File: config.mk
export PLATFORM = sky130hd
export DESIGN_NAME = data_mem_lsu
export DESIGN_NICKNAME = d
export VERILOG_FILES = /design/src/rtl/data_mem_lsu.sv
export SDC_FILE = /design/constraint.sdc
export NUM_CORES = 1
export LEC_CHECK = 0
export CORE_MARGIN = 2
export CORE_UTILIZATION = 60
export DETAILED_ROUTE_END_ITERATION = 6
export DONT_BUFFER_PORTS = 1
export PLACE_DENSITY = 0.78
export SYNTH_ARGS = -nofsm -noshare
export SYNTH_HDL_FRONTEND = slang
export SYNTH_SLANG_ARGS = --single-unit
File: constraint.sdc
create_clock -name clk -period 4.7 [get_ports clk]
set_input_delay 1.175 -clock clk [delete_from_list [all_inputs] [get_ports clk]]
set_output_delay 1.175 -clock clk [all_outputs]
set_load 0.05 [all_outputs]
File: src/rtl/data_mem_lsu.sv
// data_mem_lsu: load/store initiator between the core data path and a
// word-wide data RAM with combinational read and synchronous write.
// Sub-word stores are done as read-modify-write. Misaligned or illegal
// requests complete with resp_err and never touch the RAM.
//
// Handshake: a request is accepted on a rising edge where
// req_valid && req_ready. req_ready is high only while idle, and req_valid is
// ignored at all other times. resp_valid is a one-cycle pulse that cannot be
// stalled. resp_err and resp_rdata are meaningful only while resp_valid is high.
module data_mem_lsu #(
    parameter int MEM_AW = 4
) (
    input  logic              clk,
    input  logic              reset_n,
    input  logic              req_valid,
    output logic              req_ready,
    input  logic              req_we,
    input  logic [2:0]        req_funct3,
    input  logic [31:0]       req_addr,
    input  logic [31:0]       req_wdata,
    output logic              resp_valid,
    output logic [31:0]       resp_rdata,
    output logic              resp_err,
    output logic              mem_we,
    output logic [MEM_AW-1:0] mem_addr,
    output logic [31:0]       mem_wdata,
    input  logic [31:0]       mem_rdata,
    output logic [1:0]        fsm_state
);

    localparam logic [1:0] IDLE  = 2'd0;
    localparam logic [1:0] READ  = 2'd1;
    localparam logic [1:0] WRITE = 2'd2;
    localparam logic [1:0] RESP  = 2'd3;

    logic [1:0]        state;
    logic              we_q;
    logic [2:0]        f3_q;
    logic [MEM_AW+1:0] addr_q;
    logic              err_q;
    // Store data after accept, merged word after READ, or the load result.
    logic [31:0]       data_q;

    logic              req_illegal;
    logic              req_misaligned;
    logic              req_bad;
    logic [1:0]        accept_next;
    logic [7:0]        byte_sel;
    logic [15:0]       half_sel;
    logic [31:0]       load_val;
    logic [31:0]       merge_val;

    // Address bits above the RAM window are dropped on purpose.
    logic unused_addr_hi;
    assign unused_addr_hi = ^req_addr[31:MEM_AW+2];

    // Decode the incoming request: legality, alignment, and first state.
    always_comb begin
        req_illegal    = (req_funct3 == 3'b011) || (req_funct3[2:1] == 2'b11) ||
                         (req_we && req_funct3[2]);
        req_misaligned = ((req_funct3[1:0] == 2'b01) && req_addr[0]) ||
                         ((req_funct3[1:0] == 2'b10) && (req_addr[1:0] != 2'b00));
        req_bad        = req_illegal || req_misaligned;
        if (req_bad) begin
            accept_next = RESP;
        end else if (req_we && (req_funct3[1:0] == 2'b10)) begin
            accept_next = WRITE;
        end else begin
            accept_next = READ;
        end
    end

    // Lane extraction for loads and lane replacement for sub-word stores.
    always_comb begin
        case (addr_q[1:0])
            2'd0:    byte_sel = mem_rdata[7:0];
            2'd1:    byte_sel = mem_rdata[15:8];
            2'd2:    byte_sel = mem_rdata[23:16];
            default: byte_sel = mem_rdata[31:24];
        endcase
        half_sel = addr_q[1] ? mem_rdata[31:16] : mem_rdata[15:0];

        case (f3_q[1:0])
            2'b00:   load_val = {{24{~f3_q[2] & byte_sel[7]}}, byte_sel};
            2'b01:   load_val = {{16{~f3_q[2] & half_sel[15]}}, half_sel};
            default: load_val = mem_rdata;
        endcase

        merge_val = mem_rdata;
        if (f3_q[1:0] == 2'b00) begin
            case (addr_q[1:0])
                2'd0:    merge_val[7:0]   = data_q[7:0];
                2'd1:    merge_val[15:8]  = data_q[7:0];
                2'd2:    merge_val[23:16] = data_q[7:0];
                default: merge_val[31:24] = data_q[7:0];
            endcase
        end else if (f3_q[1:0] == 2'b01) begin
            if (addr_q[1]) begin
                merge_val[31:16] = data_q[15:0];
            end else begin
                merge_val[15:0] = data_q[15:0];
            end
        end
    end

    // Request FSM: IDLE -> (READ) -> (WRITE) -> RESP -> IDLE.
    always_ff @(posedge clk or negedge reset_n) begin
        if (!reset_n) begin
            state  <= IDLE;
            we_q   <= 1'b0;
            f3_q   <= 3'b000;
            addr_q <= '0;
            err_q  <= 1'b0;
            data_q <= 32'h0;
        end else begin
            case (state)
                IDLE: begin
                    if (req_valid) begin
                        we_q   <= req_we;
                        f3_q   <= req_funct3;
                        addr_q <= req_addr[MEM_AW+1:0];
                        err_q  <= req_bad;
                        data_q <= (req_we && !req_bad) ? req_wdata : 32'h0;
                        state  <= accept_next;
                    end
                end
                READ: begin
                    data_q <= we_q ? merge_val : load_val;
                    state  <= we_q ? WRITE : RESP;
                end
                WRITE: begin
                    state <= RESP;
                end
                default: begin
                    state <= IDLE;
                end
            endcase
        end
    end

    // Outputs decoded from state; mem_we falls with reset because state does.
    always_comb begin
        req_ready  = (state == IDLE);
        resp_valid = (state == RESP);
        resp_err   = (state == RESP) && err_q;
        resp_rdata = ((state == RESP) && !we_q && !err_q) ? data_q : 32'h0;
        mem_we     = (state == WRITE);
        mem_wdata  = (state == WRITE) ? data_q : 32'h0;
        mem_addr   = addr_q[MEM_AW+1:2];
        fsm_state  = state;
    end

endmodule
==> key figures <==
CTS
  • Maximum clock path buffer count: 2
  • Clk root buf: clkbuf_8
  • PostCTS Resize Cnt: 0
  • Skew-Pair Late Insertion Delay: 300 ps
  • CTS Buf Count: 5
  • CTS Sinks: 45
  • Hold-fix buffers, CTS: 0
  • Clock transition at path regs: 80 ps
  • Setup Buffers After CTS: 0
  • H-tree depth: 2
  • CTS tree: built

Worst setup path
  • R2R Path End: data_q[25]
  • Critical path class: reg -> out
  • CP Launch Type: flip-flop
  • R2r startpoint: fsm_state[0]
  • WP data arrival: 2930 ps
  • Crit-path max FO: 18
  • Worst Path Required: 3520 ps
  • Setup crit end kind: output pin
  • Worst R2R Setup Slack: 1470 ps
  • R2R cell count: 6
  • Setup crit start: fsm_state[1]

Yosys
  • Yosys cell types: 50
  • Syn Nets: 550
  • Area contributors post-synth: dfrtp_1 (30%), and2_1 (12%), mux2_2 (9.2%)
  • Ys Warns: 0
  • Cell taking the most area after synthesis: dfrtp_1
  • Most frequently used flop master after synthesis: dfrtp_1
  • Post-synth EDFFs: 0
  • Synth top area share: 0.297
  • Syn Inst Count: 443
  • Seq/Total Area, Yosys: 0.297
  • Mean Syn Cell Area: 8.57 µm²
  • Mapped Area: 0.00379 mm²
  • Async SR Flop Fraction: 1.00
  • Synthesized flop and latch total: 45

Route
  • Via/cell ratio: 7.08
  • Starting DRT DRC Count: 387
  • Post-route ant nets: 0
  • DR WL/cell: 22.3 µm
  • Vias: 3483
  • Drt pass-1 iters: 5
  • Number of remaining DRC errors: 0
  • WL final: 11000 µm

Die
  • I/O Pins: 177
  • Initial core utilization: 0.630
  • Rows: 28
  • Die X: 83.5 µm
  • Die height: 83.5 µm
  • Core area: 0.00603 mm²
  • Die area: 0.00698 mm²

Worst hold path
  • Hold_sp: err_q
  • Hold Path End: err_q
  • Worst Hold Depth: 2
  • Hold Path Class: reg -> reg

STA
  • Final setup viols: 0
  • Clk_skew: 4.75 ps
  • Final Hold Viols: 0
  • Fin worst setup slack: 592 ps
  • Pins Over Slew Limit: 0
  • Tmin final: 4110 ps
  • Peak Freq: 243 MHz
  • Final TNS setup: 0 ps
  • Final Cycle Share: 0.874
  • Worst-Margin Slew: 1240 ps
  • Worst slew margin: 0.172
  • Unrepaired setup endpoints after global routing: no

Power
  • P_leak: 1.47 nW
  • Power Dens Cells: 828 mW/mm²
  • Max VDD drop: 0.431 mV
  • Tot Pwr: 0.00318 W

Global route
  • Congestion Overflow GR: 0
  • Vias in the first global route: 3259
  • Largest net degree at the start of global routing: 46
  • GRT Total Usage: 0.312
  • Initial antenna violation count: 0
  • First-pass GRT wire length: 17500 µm

Outcome
  • Status: finished clean

Placed design
  • PortBufs: 0
  • Placement Setup Slack: 924 ps
  • Placed inst area: 0.00376 mm²
  • Placer Congestion: 0.941
  • Post-DP HPWL: 8020 µm
  • Count of placed standard cells including taps: 484

Layout
  • Commonest non-fill, non-tap cell in the layout: and2_1
  • Finished Cell Area: 0.00384 mm²
  • Most frequent cells in the layout: and2_1 (73), dfrtp_1 (45), mux2_2 (31)
  • Antenna diodes: 0
  • Finished Layout Cells: 492
  • Layout cell share with drive strength beyond 1: 0.146
  • Layout net count: 523
  • Area Growth Syn to Fin: 1.22%

Job
  • Max_cap viols: 0
[state kept, by name, summed over array words and instances, names as in the netlist]
signal,count
fsm_state,2
data_q,32
f3_q,3
err_q,1
we_q,1
addr_q,6
[cell families (layout without fill, tap and decap cells)]
logic type,after synthesis,after routing,synth area share
muxes,49,49,0.143
buffers and inverters,48,22,0.0574
DFF,45,45,0.297
adders and majority gates,4,4,0.0132
and+or+nand+nor,157,157,0.230
AOI/OAI and AO/OA,140,140,0.260
[power breakdown]
group	internal, W	total [W]	switching [W]	leakage, nW
clock	0.000106	0.000234	0.000128	0.0395
sequential	0.000577	0.000950	0.000373	0.549
combinational	0.000662	0.00200	0.00133	0.884
[routing by layer]
metal	GRT usage	vias to the layer above	share of wire
met1	0.436	1663	0.42
li1	-	1578	-
met2	0.471	211	0.45
met5	0	-	0
met4	0.120	0	0.029
met3	0.0722	31	0.10
[through the flow]
stage	util	hold WS [ps]
CTS	0.637	535
floorplan	-	464
global route	0.637	545
finish	0.637	536
detailed placement	0.624	517
global placement	0.624	510
[Yosys cell counts, types with 8 or more instances]
cell type	number
nand3_1	8
dfrtp_1	45
a31oi_1	17
a32oi_1	8
mux2_2	31
and2_1	73
clkbuf_1	21
o22ai_1	17
a211oi_1	16
buf_2	12
a21oi_1	18
a31o_2	8
nand2_1	30
o211ai_1	9
nor2_1	21
o21ai_0	17
o31ai_1	10
mux2i_1	17
[area by class of cell]
type	instances	area, µm²
multi-input cells	350	2460
fillers	554	2180
flip-flops and latches	45	1130
well taps	75	93.8
clock buffers	8	80.1
repair buffers	7	52.6
inverters	7	26.3
[worst max-delay path: stages, from the launching register on]
cell	delay, ps
dfrtp_1	700
ha_1	260
buf_4	230
nor3b_2	670
buf_4	300
and2_1	460
[how the worst max path moves through the flow]
stage,end,cells past startpoint,slack [ps]
global placement,resp_rdata[19],5,1000
global route,resp_rdata[17],5,430
finish,resp_rdata[17],5,590
CTS,resp_rdata[19],5,580
floorplan,resp_rdata[10],4,1140
detailed placement,resp_rdata[19],5,920
No activity file was read; power rests on OpenSTA's default activity.
